**config.mk**
```make
export PLATFORM = sky130hd
export DESIGN_NAME = uart_frame_packer
export DESIGN_NICKNAME = d
export VERILOG_FILES = /design/src/rtl/uart_pack_pkg.sv /design/src/rtl/uart_byte_sel.sv /design/src/rtl/uart_frame_packer.sv
export SDC_FILE = /design/constraint.sdc
export NUM_CORES = 1
export LEC_CHECK = 0
export CAP_MARGIN = 30
export CORE_UTILIZATION = 52
export DETAILED_ROUTE_END_ITERATION = 7
export MAX_ROUTING_LAYER = met4
export PLACE_DENSITY_LB_ADDON = 0.12
export SLEW_MARGIN = 25
export SYNTH_ARGS = -nofsm -noshare
export SYNTH_HDL_FRONTEND = slang
export SYNTH_SLANG_ARGS = --single-unit
```
**constraint.sdc**
```tcl
create_clock -name clock -period 2.9 [get_ports clock]
set_clock_uncertainty 0.15 [all_clocks]
set_input_delay 0.725 -clock clock [delete_from_list [all_inputs] [get_ports clock]]
set_output_delay 0.725 -clock clock [all_outputs]
set_load 0.02 [all_outputs]
```
**src/rtl/uart_pack_pkg.sv**
```systemverilog
// Shared types and constants for the UART frame packer and its host-side decoder model.
package uart_pack_pkg;

    typedef enum logic [2:0] {
        ST_IDLE = 3'd0,
        ST_LOAD = 3'd1,
        ST_LD   = 3'd2,
        ST_WAIT = 3'd3,
        ST_NEXT = 3'd4,
        ST_DONE = 3'd5
    } state_t;

    localparam logic [7:0] ZERO_SUB_DEFAULT = 8'h01;
    localparam logic [7:0] HEADER_BYTE      = 8'h00;

endpackage

```
**src/rtl/uart_byte_sel.sv**
```systemverilog
// Picks the outgoing byte for a given index: header zeros first, then sample bytes MSB-first
// with 0x00 replaced so the header pattern cannot appear inside data.
module uart_byte_sel
    import uart_pack_pkg::*;
#(
    parameter int unsigned SAMPLE_BYTES = 3,
    parameter int unsigned IW           = 3,
    parameter logic [7:0]  ZERO_SUB     = ZERO_SUB_DEFAULT
) (
    input  logic [SAMPLE_BYTES*8-1:0] sample_i,
    input  logic [IW-1:0]             byte_idx_i,
    input  logic [IW-1:0]             hdr_cnt_i,
    output logic [7:0]                byte_o_c
);

    logic [IW-1:0] data_pos;
    logic [7:0]    raw_byte;

    always_comb begin
        data_pos = byte_idx_i - hdr_cnt_i;
        raw_byte = 8'h00;
        // data_pos 0 selects the most significant byte
        for (int unsigned i = 0; i < SAMPLE_BYTES; i++) begin
            if (data_pos == IW'(SAMPLE_BYTES - 1 - i)) begin
                raw_byte = sample_i[8*i +: 8];
            end
        end
        if (byte_idx_i < hdr_cnt_i) begin
            byte_o_c = HEADER_BYTE;
        end else if (raw_byte == 8'h00) begin
            byte_o_c = ZERO_SUB;
        end else begin
            byte_o_c = raw_byte;
        end
    end

endmodule

```
**src/rtl/uart_frame_packer.sv**
```systemverilog
// Serialises one multi-byte sample per handshake into UART bytes, optionally prefixed by a
// zero-byte header, pacing each byte on the transmitter's tx_empty feedback.
module uart_frame_packer
    import uart_pack_pkg::*;
#(
    parameter int unsigned SAMPLE_BYTES = 3,
    parameter int unsigned HEADER_BYTES = 2,
    parameter logic [7:0]  ZERO_SUB     = ZERO_SUB_DEFAULT
) (
    input  logic                      clock,
    input  logic                      reset,
    input  logic                      sample_valid,
    input  logic [SAMPLE_BYTES*8-1:0] sample_data,
    input  logic                      sample_head,
    output logic                      sample_ready,
    output logic                      ld_tx_data,
    output logic [7:0]                tx_data,
    output logic                      tx_enable,
    input  logic                      tx_empty,
    output logic                      send_done,
    output logic                      busy
);

    localparam int unsigned DW = SAMPLE_BYTES * 8;
    localparam int unsigned IW = $clog2(SAMPLE_BYTES + HEADER_BYTES + 1);

    if (SAMPLE_BYTES < 1 || SAMPLE_BYTES > 8) begin : g_bad_sample_bytes
        $error("uart_frame_packer: SAMPLE_BYTES=%0d outside 1..8", SAMPLE_BYTES);
    end
    if (HEADER_BYTES > 7) begin : g_bad_header_bytes
        $error("uart_frame_packer: HEADER_BYTES=%0d outside 0..7", HEADER_BYTES);
    end

    state_t        state_q, state_d;
    logic [DW-1:0] data_q, data_d;
    logic          head_q, head_d;
    logic [IW-1:0] idx_q, idx_d;
    logic [IW-1:0] total_q, total_d;
    logic          wait_first_q, wait_first_d;
    logic [7:0]    tx_data_q, tx_data_d;
    logic          ld_q, ld_d;
    logic          en_q, en_d;
    logic          done_q, done_d;
    logic          busy_q, busy_d;
    logic [IW-1:0] hdr_cnt_c;
    logic [7:0]    byte_c;

    assign hdr_cnt_c = head_q ? IW'(HEADER_BYTES) : '0;

    uart_byte_sel #(
        .SAMPLE_BYTES (SAMPLE_BYTES),
        .IW           (IW),
        .ZERO_SUB     (ZERO_SUB)
    ) u_byte_sel (
        .sample_i   (data_q),
        .byte_idx_i (idx_q),
        .hdr_cnt_i  (hdr_cnt_c),
        .byte_o_c   (byte_c)
    );

    // Next-state and registered-output logic
    always_comb begin
        state_d      = state_q;
        data_d       = data_q;
        head_d       = head_q;
        idx_d        = idx_q;
        total_d      = total_q;
        wait_first_d = wait_first_q;
        tx_data_d    = tx_data_q;

        case (state_q)
            ST_IDLE: begin
                if (sample_valid && sample_ready) begin
                    data_d  = sample_data;
                    head_d  = sample_head;
                    idx_d   = '0;
                    total_d = IW'(SAMPLE_BYTES) + (sample_head ? IW'(HEADER_BYTES) : '0);
                    state_d = ST_LOAD;
                end
            end
            ST_LOAD: begin
                tx_data_d = byte_c;
                state_d   = ST_LD;
            end
            ST_LD: begin
                wait_first_d = 1'b1;
                state_d      = ST_WAIT;
            end
            ST_WAIT: begin
                // tx_empty lags the load by a cycle, so the first WAIT cycle is not trusted
                wait_first_d = 1'b0;
                if (!wait_first_q && tx_empty) begin
                    state_d = ST_NEXT;
                end
            end
            ST_NEXT: begin
                if (idx_q == total_q - IW'(1)) begin
                    state_d = ST_DONE;
                end else begin
                    idx_d   = idx_q + IW'(1);
                    state_d = ST_LOAD;
                end
            end
            ST_DONE: begin
                state_d = ST_IDLE;
            end
            default: begin
                state_d = ST_IDLE;
            end
        endcase

        if (state_d == ST_IDLE || state_d == ST_DONE) begin
            tx_data_d = 8'h00;
        end
        ld_d   = (state_d == ST_LD);
        done_d = (state_d == ST_DONE);
        en_d   = (state_d != ST_IDLE);
        busy_d = (state_d != ST_IDLE);
    end

    always_ff @(posedge clock) begin
        if (reset) begin
            state_q      <= ST_IDLE;
            data_q       <= '0;
            head_q       <= 1'b0;
            idx_q        <= '0;
            total_q      <= '0;
            wait_first_q <= 1'b0;
            tx_data_q    <= 8'h00;
            ld_q         <= 1'b0;
            en_q         <= 1'b0;
            done_q       <= 1'b0;
            busy_q       <= 1'b0;
        end else begin
            state_q      <= state_d;
            data_q       <= data_d;
            head_q       <= head_d;
            idx_q        <= idx_d;
            total_q      <= total_d;
            wait_first_q <= wait_first_d;
            tx_data_q    <= tx_data_d;
            ld_q         <= ld_d;
            en_q         <= en_d;
            done_q       <= done_d;
            busy_q       <= busy_d;
        end
    end

    assign sample_ready = (state_q == ST_IDLE) && !reset;
    assign ld_tx_data   = ld_q;
    assign tx_data      = tx_data_q;
    assign tx_enable    = en_q;
    assign send_done    = done_q;
    assign busy         = busy_q;

endmodule

```
# Yosys cells after proc, flatten, opt, wreduce, memory -nomap -nowiden
# Index checks and enable logic that the tools add are counted.
# classes
n_reduce_logical	16
div_mod_pow	0
bitwise_logic	0
n_mul	0
mux	15
shifts	0
eq_ne	11
add_sub_neg	4
order_cmp	1
# ops
op	n
$mux W8	5
$mux W3	5
$pmux W3 S5	1
$eq A3 B2 Y1 const B	4
$logic_not A3 Y1	3
$logic_not A8 Y1	1
$eq A3 B1 Y1 const B	2
$eq A3 B3 Y1 const B	2
$pmux W3 S2	1
$mux W2	2
$ne A2 B2 Y1 const B	2
$reduce_bool A2 Y1	2
$add A2 B2 Y3 const A	1
$add A3 B1 Y3 const B	1
$eq A3 B3 Y1	1
$logic_and A1 B1 Y1	3
$lt A3 B2 Y1	1
$reduce_and A3 Y1	1
$reduce_bool A3 Y1	1
$sub A3 B1 Y3 const B	1
$sub A3 B2 Y3	1
$logic_not A1 Y1	2
$pmux W1 S2	1
$reduce_and A2 Y1	1
other kinds (2)	2
# totals
n_memories	0
mem_bits_rw	0
wordCells	57
mem_bits_ro	0
latch_bits	0
regBits	46
output_inout_bits	13

# Logic depth before layout (Yosys ltp)
# Gate-level depths: netlist of run 1.
# depth
ltp_word	9
ltp_mapped	9

# Cells and area by module
# From an unflattened synthesis of run 1, not the netlist that was laid out.
# unflattened
hier_cells	262
hier_area_um2	2248.4
# by_module_without_submodules
module	cells_per_inst	n_inst	area_per_inst_um2
uart_frame_packer	200	1	1783.0
uart_byte_sel	62	1	465.4

# Least setup slack after synthesis of run 1
# No wires, ideal clock.
# synth_path
path_kind	input -> output
from	in reset
to	out sample_ready
n_path_buf	1
arrival_time_ns	1.538
setup_slack_ns	0.487
t_required_ns	2.025
stages	2
path_cell_list	clkbuf_1 nor4_1
# synth_via
elab_chain_cells	2
# synth_lines
element	line_no	rtl
start: declaration	uart_frame_packer.sv:11	input logic reset,
$logic_not A1 Y1	uart_frame_packer.sv:149	assign sample_ready = (state_q == ST_IDLE) && !reset;
$logic_and A1 B1 Y1	uart_frame_packer.sv:149	
end: declaration	uart_frame_packer.sv:15	output logic sample_ready,
# No other way between the ends.

# Final worst setup path of run 1
# Same ends and word-level chain as after synthesis.

==> metrics.cfg, run 1 <==
[yosys]
synth_fa_ha_area_share_pct = 2.40
synth_top_flop_cell = dfxtp_1
synth_nets = 275
async_reset_ff_share_pct = 0
netlist_instances = 242
ys_types = 42
yosys.area_share.simple_pct = 21.7
synth_seq_cells = 45
seq_area_frac_synth_pct = 43.2
yosys_warnings = 0
synth-xor-area-share_pct = 2.76
synth_edf_count = 0
syn_avg_cell_area_um2 = 8.61
synth.mux.area_fraction_pct = 5.28
synth_top_family_by_area = simple AND/OR/NAND/NOR gates
synth_area_um2 = 2080
synth-compound-area-share_pct = 17.8

[floorplanning]
die_w_um = 65.3
core_area_um2 = 3740
die_h_um = 65.3
start_util_pct = 55.7
dieArea_um2 = 4270
num_rows = 22
io_pins = 42

[min_path]
min_path_type = flop to flop
whs_endpoint = data_q[11]$_SDFFE_PP0P_
hp-start = data_q[11]$_SDFFE_PP0P_
whs_path_depth = 2

[finish]
diodes = 0
fin_nets = 308
drive_gt1_share_pct = 9.82
synthToLayoutAreaGrowth_pct = 22.5
fin_cells = 323

[routing]
wl_per_cell_um = 11.9
dr.pass1.iters = 4
drtIter0Drc = 134
drt_drc_violations_left = 0
num_vias = 1673
wirelength_um = 3850
via_per_inst = 5.18
ant_nets = 0

[timing]
finalCritPeriodShare_pct = 98.2
final_max_slew_viol_count = 0
worst_pin_slew_ns = 0.650
max_freq_ghz = 0.351
max_slew_margin_pct = 56.6
hold_viol = 0
grt_setup_unrepaired = no
whs_ns = 0.305
final-setup-viol-count = 0
fin_setup_tns_ns = 0
finalWorstSetupSlack_ns = 0.0523
fin_crit_ns = 2.85

[power_and_ir_drop]
p_seq_share_pct = 51.7
swShare_pct = 26.9
p_comb_share_pct = 19.8
power.switching_mw = 0.358
powerDensity_nw_per_um2 = 521
clkPwrFrac_pct = 28.5
intPower_mw = 0.974
power.leakage_nw = 0.957
peakVddDrop_uv = 294

[critical_path]
crit_required_ns = 2.03
worstSetupPathType = input port to output port
crit_path_start_kind = input port
reg2regPathDepth = 7
arrival_ns = 1.97
setup.worst_path.end_class = output port
worst-r2r-setup-slack_ns = 0.62
r2r-start = idx_q[1]$_SDFFE_PP0P_
crit_fanout = 2
reg2reg_to = tx_data[0]$_SDFFE_PP0N_

[cts]
cts_inserted_buffers = 5
clockRootBuffer = clkbuf_8
htree_levels = 2
hold_buffers = 0
cts_max_path_buffers = 2
cts_tree = yes
cts.clk_slew.worst_paths_ns = 0.07
postCtsSetupBuffers = 0
cts_sinks = 45
cts.repair.resized = 0
clk_latency_ns = 0.29

[place]
dpl.hpwl_um = 2640
gp_congestion = 0.744
pre_cts_slack_ns = 0.0482
port_buffers = 41
placedCellCount = 316

[grt]
antenna_found_initial = 0
grt_usage_pct = 22.2
overflow = 0
grt_max_degree = 39
grt_pass1_vias = 1599
grt_first_pass_wirelength_um = 7140

[status]
status = finished, final reports clean

[flow_run]
cap_violations = 0

==> layout make-up <==
class                      count  area [µm²]
fill                         342        1190
multi-input combinational    174        1050
sequential                    45         901
timing repair buffer          45         440
clock buffer                   7        86.3
tap                           48        60.1
inverter                       4        15.0
==> cell usage in the layout, fill, tap and decap left out, types with 2 or more instances in the layout <==
cell              n
mux2_4            4
a21bo_2           3
o21ai_0           3
clkbuf_8          6
inv_1             4
or3b_4            2
a21oi_1          36
nor3_1            4
nand2_1          58
nand3_1           5
ha_1              4
a32oi_1           2
o21ai_1           3
dfxtp_1          45
clkdlybuf4s50_1  41
mux2i_1           5
nor2_1           16
o211ai_1          3
buf_4             4
or3_1             6
==> metrics by stage <==
step | power (mW) | cell area (µm²) | util (%)
floorplan | 0.889 | 2080 | -
global placement | 0.963 | 2470 | 65.9
detailed placement | 0.967 | 2470 | 65.9
CTS | 1.35 | 2550 | 68.2
global route | 1.41 | 2550 | 68.2
finish | 1.33 | 2550 | 68.2
==> routing by layer <==
layer,part of all wire (%),track usage (%)
met5,0,-
met4,0.91,7.61
met3,3.3,6.08
met2,46,33.8
met1,50,28.3
==> how the worst max path moves through the flow <==
stage           from            to  slack (ns)  cells after the start
2_1_floorplan  reset  sample_ready        0.49                      2
3_3_place_gp   reset  sample_ready        0.08                      3
3_5_place_dp   reset  sample_ready        0.05                      3
4_1_cts        reset  sample_ready        0.04                      3
5_1_grt        reset  sample_ready        0.02                      3
6_report       reset  sample_ready        0.05                      3
==> kinds of logic (layout without fill, tap and decap cells) <==
kind of cell / after synthesis / in the layout
buf+inv: 23 / 56
compound gates: 58 / 58
fa+ha+maj: 4 / 4
simple gates: 99 / 99
xor+xnor: 4 / 4
flops: 45 / 45
mux: 9 / 9
==> synth_stat cells (all sizes together) (4+ instances only) <==
library cell   n  area share, %
dfxtp         45             43
nor2          17            3.4
nand2         58             10
o211ai         4            1.7
or3            6            1.8
nand3          5            1.2
a21bo          4            1.9
mux2           4            2.9
inv            4           0.72
clkbuf         5           0.90
nor3           4           0.96
mux2i          5            2.4
buf           14            5.2
a21oi         36            8.6
o21ai          6            1.4
ha             4            2.4
==> registers in the layout, indices dropped and copies added, names as in the netlist <==
name	flops
ld_tx_data	1
tx_data	8
wait_first_q	1
idx_q	3
send_done	1
total_q	2
state_q	3
head_q	1
data_q	24
busy	1
==> power groups by stage <==
stage / clock (mW) / combinational [mW] / sequential (mW)
6_report: 0.379 / 0.264 / 0.688
4_1_cts: 0.393 / 0.264 / 0.689
5_1_grt: 0.423 / 0.296 / 0.695
3_5_place_dp: 0 / 0.264 / 0.703
2_1_floorplan: 0 / 0.193 / 0.695
3_3_place_gp: 0 / 0.260 / 0.702
==> critical path: stages <==
cell	delay, ns
clkdlybuf4s50_1	0.43
nor4_1	0.17
clkdlybuf4s50_1	0.64
No activity file was read; power rests on OpenSTA's default activity.
==> run 2: changes to the inputs <==
--- a/config.mk
+++ b/config.mk
@@ -5,11 +5,12 @@
 export SDC_FILE = /design/constraint.sdc
 export NUM_CORES = 1
 export LEC_CHECK = 0
-export CAP_MARGIN = 30
 export CORE_UTILIZATION = 52
 export DETAILED_ROUTE_END_ITERATION = 7
+export GPL_TIMING_DRIVEN = 0
 export MAX_ROUTING_LAYER = met4
 export PLACE_DENSITY_LB_ADDON = 0.12
+export SKIP_CTS_REPAIR_TIMING = 1
 export SLEW_MARGIN = 25
 export SYNTH_ARGS = -nofsm -noshare
 export SYNTH_HDL_FRONTEND = slang
==> run 2 against run 1 <==
  * Via count is 5.6% higher
  * Total power is 0.88% higher
  * Sequential cell count stayed put
  * Critical path depth is 1 higher
  * Global-route usage is 2.1 points higher
==> metrics.cfg, run 2 (synthesis gave the netlist of run 1 again) <==
[cts]
cts_tree = yes
cts_inserted_buffers = 5
cts.clk_slew.worst_paths_ns = 0.08
clockRootBuffer = clkbuf_8
clk_latency_ns = 0.29
cts_max_path_buffers = 2
htree_levels = 2
cts_sinks = 45

[routing]
wirelength_um = 4420
ant_nets = 0
drt_drc_violations_left = 0
dr.pass1.iters = 4
num_vias = 1767
via_per_inst = 5.21
wl_per_cell_um = 13.0
drtIter0Drc = 82

[place]
gp_congestion = 0.828
placed_cell_area_um2 = 2550
port_buffers = 41
pre_cts_slack_ns = -0.280
dpl.hpwl_um = 3320

[floorplanning]
die_w_um = 65.3
num_rows = 22
core_area_um2 = 3740
start_util_pct = 55.7
die_h_um = 65.3
io_pins = 42
dieArea_um2 = 4270

[critical_path]
crit_buf_inv = 3
max_stage_delay_ns = 0.50
worstSetupPathType = input port to output port
setup.worst_path.end_class = output port
crit_path_top_delay_cell = clkdlybuf4s50_1
cp_top_family = buffers and inverters
crit_required_ns = 2.03
arrival_ns = 1.94
crit_fanout = 10
cp_cell_sequence = clkdlybuf4s50_1 > clkbuf_1 > nor4_1 > dlymetal6s2s_1
crit_path_start_kind = input port

[grt]
antenna_found_initial = 0
grt_max_degree = 13
overflow = 0
grt_usage_pct = 24.3
groute.layer.met1.usage_pct = 29.8
grt_util_met3_pct = 3.82
grt_first_pass_wirelength_um = 7670
grt_use_met2_pct = 41.1
grt_pass1_vias = 1691
top_usage_layer = met2

[timing]
max_freq_ghz = 0.355
final_max_slew_viol_count = 0
finalWorstSetupSlack_ns = 0.0847
worst_pin_slew_ns = 0.494
hold_viol = 0
max_slew_margin_pct = 67.0
final-setup-viol-count = 0
finalCritPeriodShare_pct = 97.1
grt_setup_unrepaired = no
fin_crit_ns = 2.82

[finish]
layout_commonest_cell = nand2_1
layout_common_cells = nand2_1, dfxtp_1, clkdlybuf4s50_1
fillers = 338
diodes = 0
stdcell_area_um2 = 2640
fin_nets = 323
largest_reg_flops = 24
regArea_um2 = 901
drive_gt1_share_pct = 12.0
synthToLayoutAreaGrowth_pct = 26.5
multiInputGateArea_um2 = 1040
top_register = data_q

[flow_run]
cap_violations = 0

[power_and_ir_drop]
power.leakage_nw = 1.02
peakVddDrop_uv = 322
powerDensity_nw_per_um2 = 509

[min_path]
min_path_type = flop to flop

[status]
status = finished, final reports clean

[run 2: cell count changes in the layout (fill, tap and decap cells not counted), sizes merged]
cell / previous run / this run
buf: 4 / 14
dlymetal6s2s: 0 / 1
clkdlybuf4s50: 41 / 40
clkbuf: 7 / 13
[run 2: layer usage]
layer	up-vias	wire length, µm
li1	917	-
met1	803	2060
met2	41	2160
met3	6	141
met4	0	52
met5	-	0
[run 2: through the flow]
stage	TNS, ns	hold slack (ns)	utilization [%]	instances	power, mW
after floorplan	0	0.282	-	242	0.889
after global placement	-0.286	0.293	68.2	331	0.983
after CTS	-0.290	0.308	70.4	339	1.35
after detailed placement	-0.280	0.297	68.2	331	0.991
final	0	0.307	70.5	339	1.34
after global routing	0	0.331	70.5	339	1.41
[run 2: worst min-delay path: cells and delay by family (launching register included)]
kind | cells | cell delay (ns)
compound gates | 1 | 0.05
flops | 1 | 0.31
simple gates | 1 | 0.05
[run 2: area by class of cell]
class	count	share of cell area, %
Sequential cell	45	34.2
Tap cell	48	2.28
Multi-Input combinational cell	174	39.5
Clock buffer	8	3.04
Inverter	4	0.569
Timing Repair Buffer	41	15.7
Buffer	19	4.79
[run 2: path summary, 6_finish.rpt]
check,endpoint,from,slack [ns],cells after the start
max,sample_ready,reset,0.08,4
min,data_q[13]$_SDFFE_PP0P_,data_q[13]$_SDFFE_PP0P_,0.31,2
max reg2reg,tx_data[0]$_SDFFE_PP0N_,idx_q[1]$_SDFFE_PP0P_,0.74,8
min reg2reg,data_q[13]$_SDFFE_PP0P_,data_q[13]$_SDFFE_PP0P_,0.31,2
[run 2: power by group]
part	internal (mW)	switching [mW]	total, mW
Clock	0.171	0.195	0.367
Combinational	0.141	0.154	0.295
Sequential	0.658	0.0227	0.681
Total	0.970	0.373	1.34
==> run 3: changes to the inputs <==
--- a/config.mk
+++ b/config.mk
@@ -5,7 +5,8 @@
 export SDC_FILE = /design/constraint.sdc
 export NUM_CORES = 1
 export LEC_CHECK = 0
-export CORE_UTILIZATION = 52
+export ABC_CLOCK_PERIOD_IN_PS = 2900
+export CORE_UTILIZATION = 55
 export DETAILED_ROUTE_END_ITERATION = 7
 export GPL_TIMING_DRIVEN = 0
 export MAX_ROUTING_LAYER = met4
==> constraint.sdc (replaced) <==
create_clock -name clock -period 2.9 [get_ports clock]
set_clock_uncertainty 0.15 [all_clocks]
set_input_delay 0.58 -clock clock [delete_from_list [all_inputs] [get_ports clock]]
set_output_delay 0.58 -clock clock [all_outputs]
set_load 0.02 [all_outputs]
==> run 3 against run 2 <==
  * Non-clock buffer count did not move
  * Via count rose by 2.9%
  * Die area fell by 5.3%
  * Fmax rose by 12%
  * Count of clock-buffer cells in the layout fell by 3
  * Final area rose by 2.0%
  * Critical path depth did not move
  * Sequential share of layout area fell by 0.68 points
  * Utilization rose by 3.1 points
  * Highest routed layer unchanged
==> metrics.cfg, run 3 (synthesis gave the netlist of run 1 again) <==
[timing]
max_freq_ghz = 0.398
fin_crit_ns = 2.51
final_max_slew_viol_count = 0
worst_pin_slew_ns = 0.545
finalWorstSetupSlack_ns = 0.389
grt_setup_unrepaired = no
hold_viol = 0
max_slew_margin_pct = 63.6
final-setup-viol-count = 0
finalCritPeriodShare_pct = 86.6

[cts]
cts_tree = yes
cts.clk_slew.worst_paths_ns = 0.08
htree_levels = 2
cts_inserted_buffers = 5
clk_latency_ns = 0.30
cts_sinks = 45
cts_max_path_buffers = 2
clockRootBuffer = clkbuf_8

[grt]
grt_usage_pct = 26.0
overflow = 0
grt_max_degree = 15
antenna_found_initial = 0
grt_first_pass_wirelength_um = 7780
grt_pass1_vias = 1753

[routing]
wl_met1_um = 2060
via_per_inst = 5.37
dr_wl_met3_um = 164
dr.pass1.iters = 4
wl_met2_um = 2210
wl_per_cell_um = 13.3
num_vias = 1819
ant_nets = 0
drt_drc_violations_left = 0
dr.max_layer_used = met4
drtIter0Drc = 125
wirelength_um = 4520

[floorplanning]
die_h_um = 63.6
start_util_pct = 56.9
io_pins = 42
num_rows = 22
dieArea_um2 = 4040
die_w_um = 63.6
core_area_um2 = 3660

[finish]
layout_commonest_cell = nand2_1
largest_reg_flops = 24
top_register = data_q
diodes = 0
layout_common_cells = nand2_1, dfxtp_1, clkdlybuf4s50_1
fin_nets = 323
drive_gt1_share_pct = 13.1
fillers = 294
synthToLayoutAreaGrowth_pct = 29.1

[critical_path]
worst-r2r-setup-slack_ns = 0.81
crit_required_ns = 2.17
worstSetupPathType = input port to output port
arrival_ns = 1.78
r2r-start = idx_q[1]$_SDFFE_PP0P_
crit_fanout = 10
max_stage_delay_ns = 0.51
reg2regPathDepth = 8
crit_path_top_delay_cell = clkdlybuf4s50_1
cp_cell_sequence = clkdlybuf4s50_1 > clkbuf_1 > nor4_1 > dlymetal6s2s_1
reg2reg_to = tx_data[0]$_SDFFE_PP0N_
crit_path_start_kind = input port
setup.worst_path.end_class = output port

[place]
pre_cts_slack_ns = 0.0273
gp_congestion = 0.866
port_buffers = 41
dpl.hpwl_um = 3260

[min_path]
min_path_type = flop to flop
whs_path_depth = 2
whs_endpoint = tx_data[7]$_SDFFE_PP0N_
hp-start = tx_data[7]$_SDFFE_PP0N_

[flow_run]
cap_violations = 0

[power_and_ir_drop]
powerDensity_nw_per_um2 = 571
power.leakage_nw = 1.05
peakVddDrop_uv = 337
total_power_mw = 1.54

[status]
status = finished, final reports clean

[run 3: metrics by stage]
step                area (µm²)  instances  hold WS (ns)  utilization [%]  setup TNS, ns
floorplan                 2080        242         0.282                -              0
global placement          2550        331         0.292             69.8       -0.00199
detailed placement        2550        331         0.297             69.8              0
CTS                       2690        339         0.308             73.4              0
global route              2690        339         0.329             73.5              0
finish                    2690        339         0.308             73.5              0
[run 3: worst max path at each step]
stage / start / end / slack, ns / depth (start not counted)
2_1_floorplan: reset / sample_ready / 0.78 / 2
3_3_place_gp: reset / sample_ready / -0.002 / 4
3_5_place_dp: reset / sample_ready / 0.03 / 4
4_1_cts: reset / sample_ready / 0.01 / 4
5_1_grt: reset / sample_ready / 0.30 / 4
6_report: reset / sample_ready / 0.39 / 4
[run 3: cell type report]
cell class	instances	area, µm²	share of cell area (%)
buffer	19	126	4.70
sequential	45	901	33.5
timing repair buffer	41	413	15.3
tap	48	60.1	2.23
clock buffer	5	68.8	2.56
inverter	4	15.0	0.558
clock inverter	3	65.1	2.42
multi-input combinational	174	1040	38.7
[run 3: routing by layer]
metal | up-vias | global-route usage (%)
li1 | 915 | -
met1 | 842 | 30.4
met2 | 53 | 42.7
met3 | 9 | 6.16
met4 | 0 | 10.2
met5 | - | -
[run 3: where the power goes]
group          internal, mW  total (mW)  switching [mW]
Sequential            0.658       0.681          0.0227
Clock                 0.342       0.558           0.216
Combinational         0.140       0.296           0.156
[run 3: critical path: cells and delay by family]
family	cells	cell delay [ns]
buffers and inverters	3	1.12
AND/OR/NAND/NOR	1	0.08
==> edit, RTL diff (settings of run 1) <==
The 6 states of `state_t` get a one-hot encoding in 6 bits.
--- a/src/rtl/uart_pack_pkg.sv
+++ b/src/rtl/uart_pack_pkg.sv
@@ -1,13 +1,13 @@
 // Shared types and constants for the UART frame packer and its host-side decoder model.
 package uart_pack_pkg;
 
-    typedef enum logic [2:0] {
-        ST_IDLE = 3'd0,
-        ST_LOAD = 3'd1,
-        ST_LD   = 3'd2,
-        ST_WAIT = 3'd3,
-        ST_NEXT = 3'd4,
-        ST_DONE = 3'd5
+    typedef enum logic [5:0] {
+        ST_IDLE = 6'b000001,
+        ST_LOAD = 6'b000010,
+        ST_LD   = 6'b000100,
+        ST_WAIT = 6'b001000,
+        ST_NEXT = 6'b010000,
+        ST_DONE = 6'b100000
     } state_t;
 
     localparam logic [7:0] ZERO_SUB_DEFAULT = 8'h01;
Function: no difference found for any inputs over 10 cycles, from zero or initial values and one cycle with reset high; not proved beyond that.
==> edit against run 1 <==
- total power grew 0.35%
- core utilization up 1.4 points
- design area up 3.5%
- wire length increased by 7.6%
- synthesized area rose by 2.5%
- final cell count rose by 5.9%
- critical path depth rose by 1
- synthesized cell count increased by 6.2%
- sequential cell count rose by 3
- setup slack improved by 76 ps
- maximum frequency is 2.7% higher
- global-route usage hardly changed
- highest routed layer unchanged
==> edit: results (changes against run 1) <==
Status -> complete, no violations
Routability-driven placement congestion ratio -> 0.793 (+6.6%)
Library cells used by synthesis -> 39 (-7.1%)
Sequential area share after synthesis -> 0.450 (+0.0175)
Gr usage total -> 0.222 (+0.000337)
Worst slew pin tran -> 624 ps (-26.4 ps)
WP data arrival -> 1900 ps (-70 ps)
Mux cell area share after synthesis -> 0.0451 (-0.00774)
Post-synthesis compound-gate area fraction -> 0.170 (-0.00848)
Placed cell area -> 0.00254 mm2 (+3.1%)
CP Launch Point -> state_q[2]$_SDFF_PP0_
Adder-Cell Fraction of Synth Area -> 0.0234 (-0.000590)
Peak VDD IR -> 0.000282 V (-4.2%)
Synth area leaders -> dfxtp_1 (45%), nand2_1 (11%), a21oi_1 (8.0%)
DRT Wirelength -> 4.15 mm (+7.6%)
Hold_sp -> data_q[1]$_SDFFE_PP0P_
Vias in the first global route -> 1689 (+5.6%)
P_leak -> 0.980 nW (+2.4%)
Hold Path End -> data_q[1]$_SDFFE_PP0P_
Initial DRC count -> 109 (-19%)
Vias -> 1787 (+6.8%)
Net switching power -> 340 uW (-4.9%)
Crit Path Max Fanout -> 6 (+4)
Post-DP HPWL -> 3.06 mm (+16%)
Synth Area in XOR/XNOR -> 0.0275 (-0.0000935)
Reg-to-reg slack, setup -> 360 ps (-260 ps)
edit: worst max-delay path by stage:
stage / endpoint / slack [ps] / cells after the start
final: sample_ready / 130 / 4
after detailed placement: sample_ready / 130 / 3
after floorplan: sample_ready / 810 / 2
after CTS: sample_ready / 70 / 4
after global routing: sample_ready / 10 / 4
after global placement: sample_ready / 150 / 3
edit: critical path, cell delays in order, from the launching register on:
cell and delay [ps]:
dfxtp_1 380, nor4_4 360, nand2_1 140, nor2_1 120
clkdlybuf4s50_1 610
edit: stage by stage:
| stage | worst slack, ps | hold slack [ps] | cells |
|---|---|---|---|
| floorplan | 806 | 283 | 257 |
| global placement | 146 | 290 | 334 |
| detailed placement | 126 | 293 | 334 |
| CTS | 65.9 | 305 | 342 |
| global route | 14.7 | 331 | 342 |
| finish | 128 | 304 | 342 |
edit: logic make-up after synthesis:
kind of cell / count (synthesis)
compound gates: 59
buf+inv: 22
xor+xnor: 5
mux: 9
flops: 48
fa+ha+maj: 4
simple gates: 110
edit: power groups by stage:
| stage | combinational [mW] | sequential [mW] | clock, mW |
|---|---|---|---|
| 5_1_grt | 0.250 | 0.718 | 0.432 |
| 4_1_cts | 0.226 | 0.713 | 0.406 |
| 6_report | 0.224 | 0.713 | 0.399 |
| 3_5_place_dp | 0.225 | 0.729 | 0 |
| 2_1_floorplan | 0.150 | 0.726 | 0 |
| 3_3_place_gp | 0.221 | 0.727 | 0 |
edit: layout make-up:
class	count	area (um2)
sequential	48	961
clock buffer	8	90.1
tap	48	60.1
inverter	6	22.5
fill	343	1150
multi-input combinational	187	1070
timing repair buffer	45	440
edit: layer usage:
metal / GRT usage / part of all wire / routed length [um]
met1: 0.281 / 0.50 / 2090
met2: 0.343 / 0.44 / 1830
met3: 0.0638 / 0.038 / 156
met4: 0.0691 / 0.017 / 71
met5: - / 0 / 0
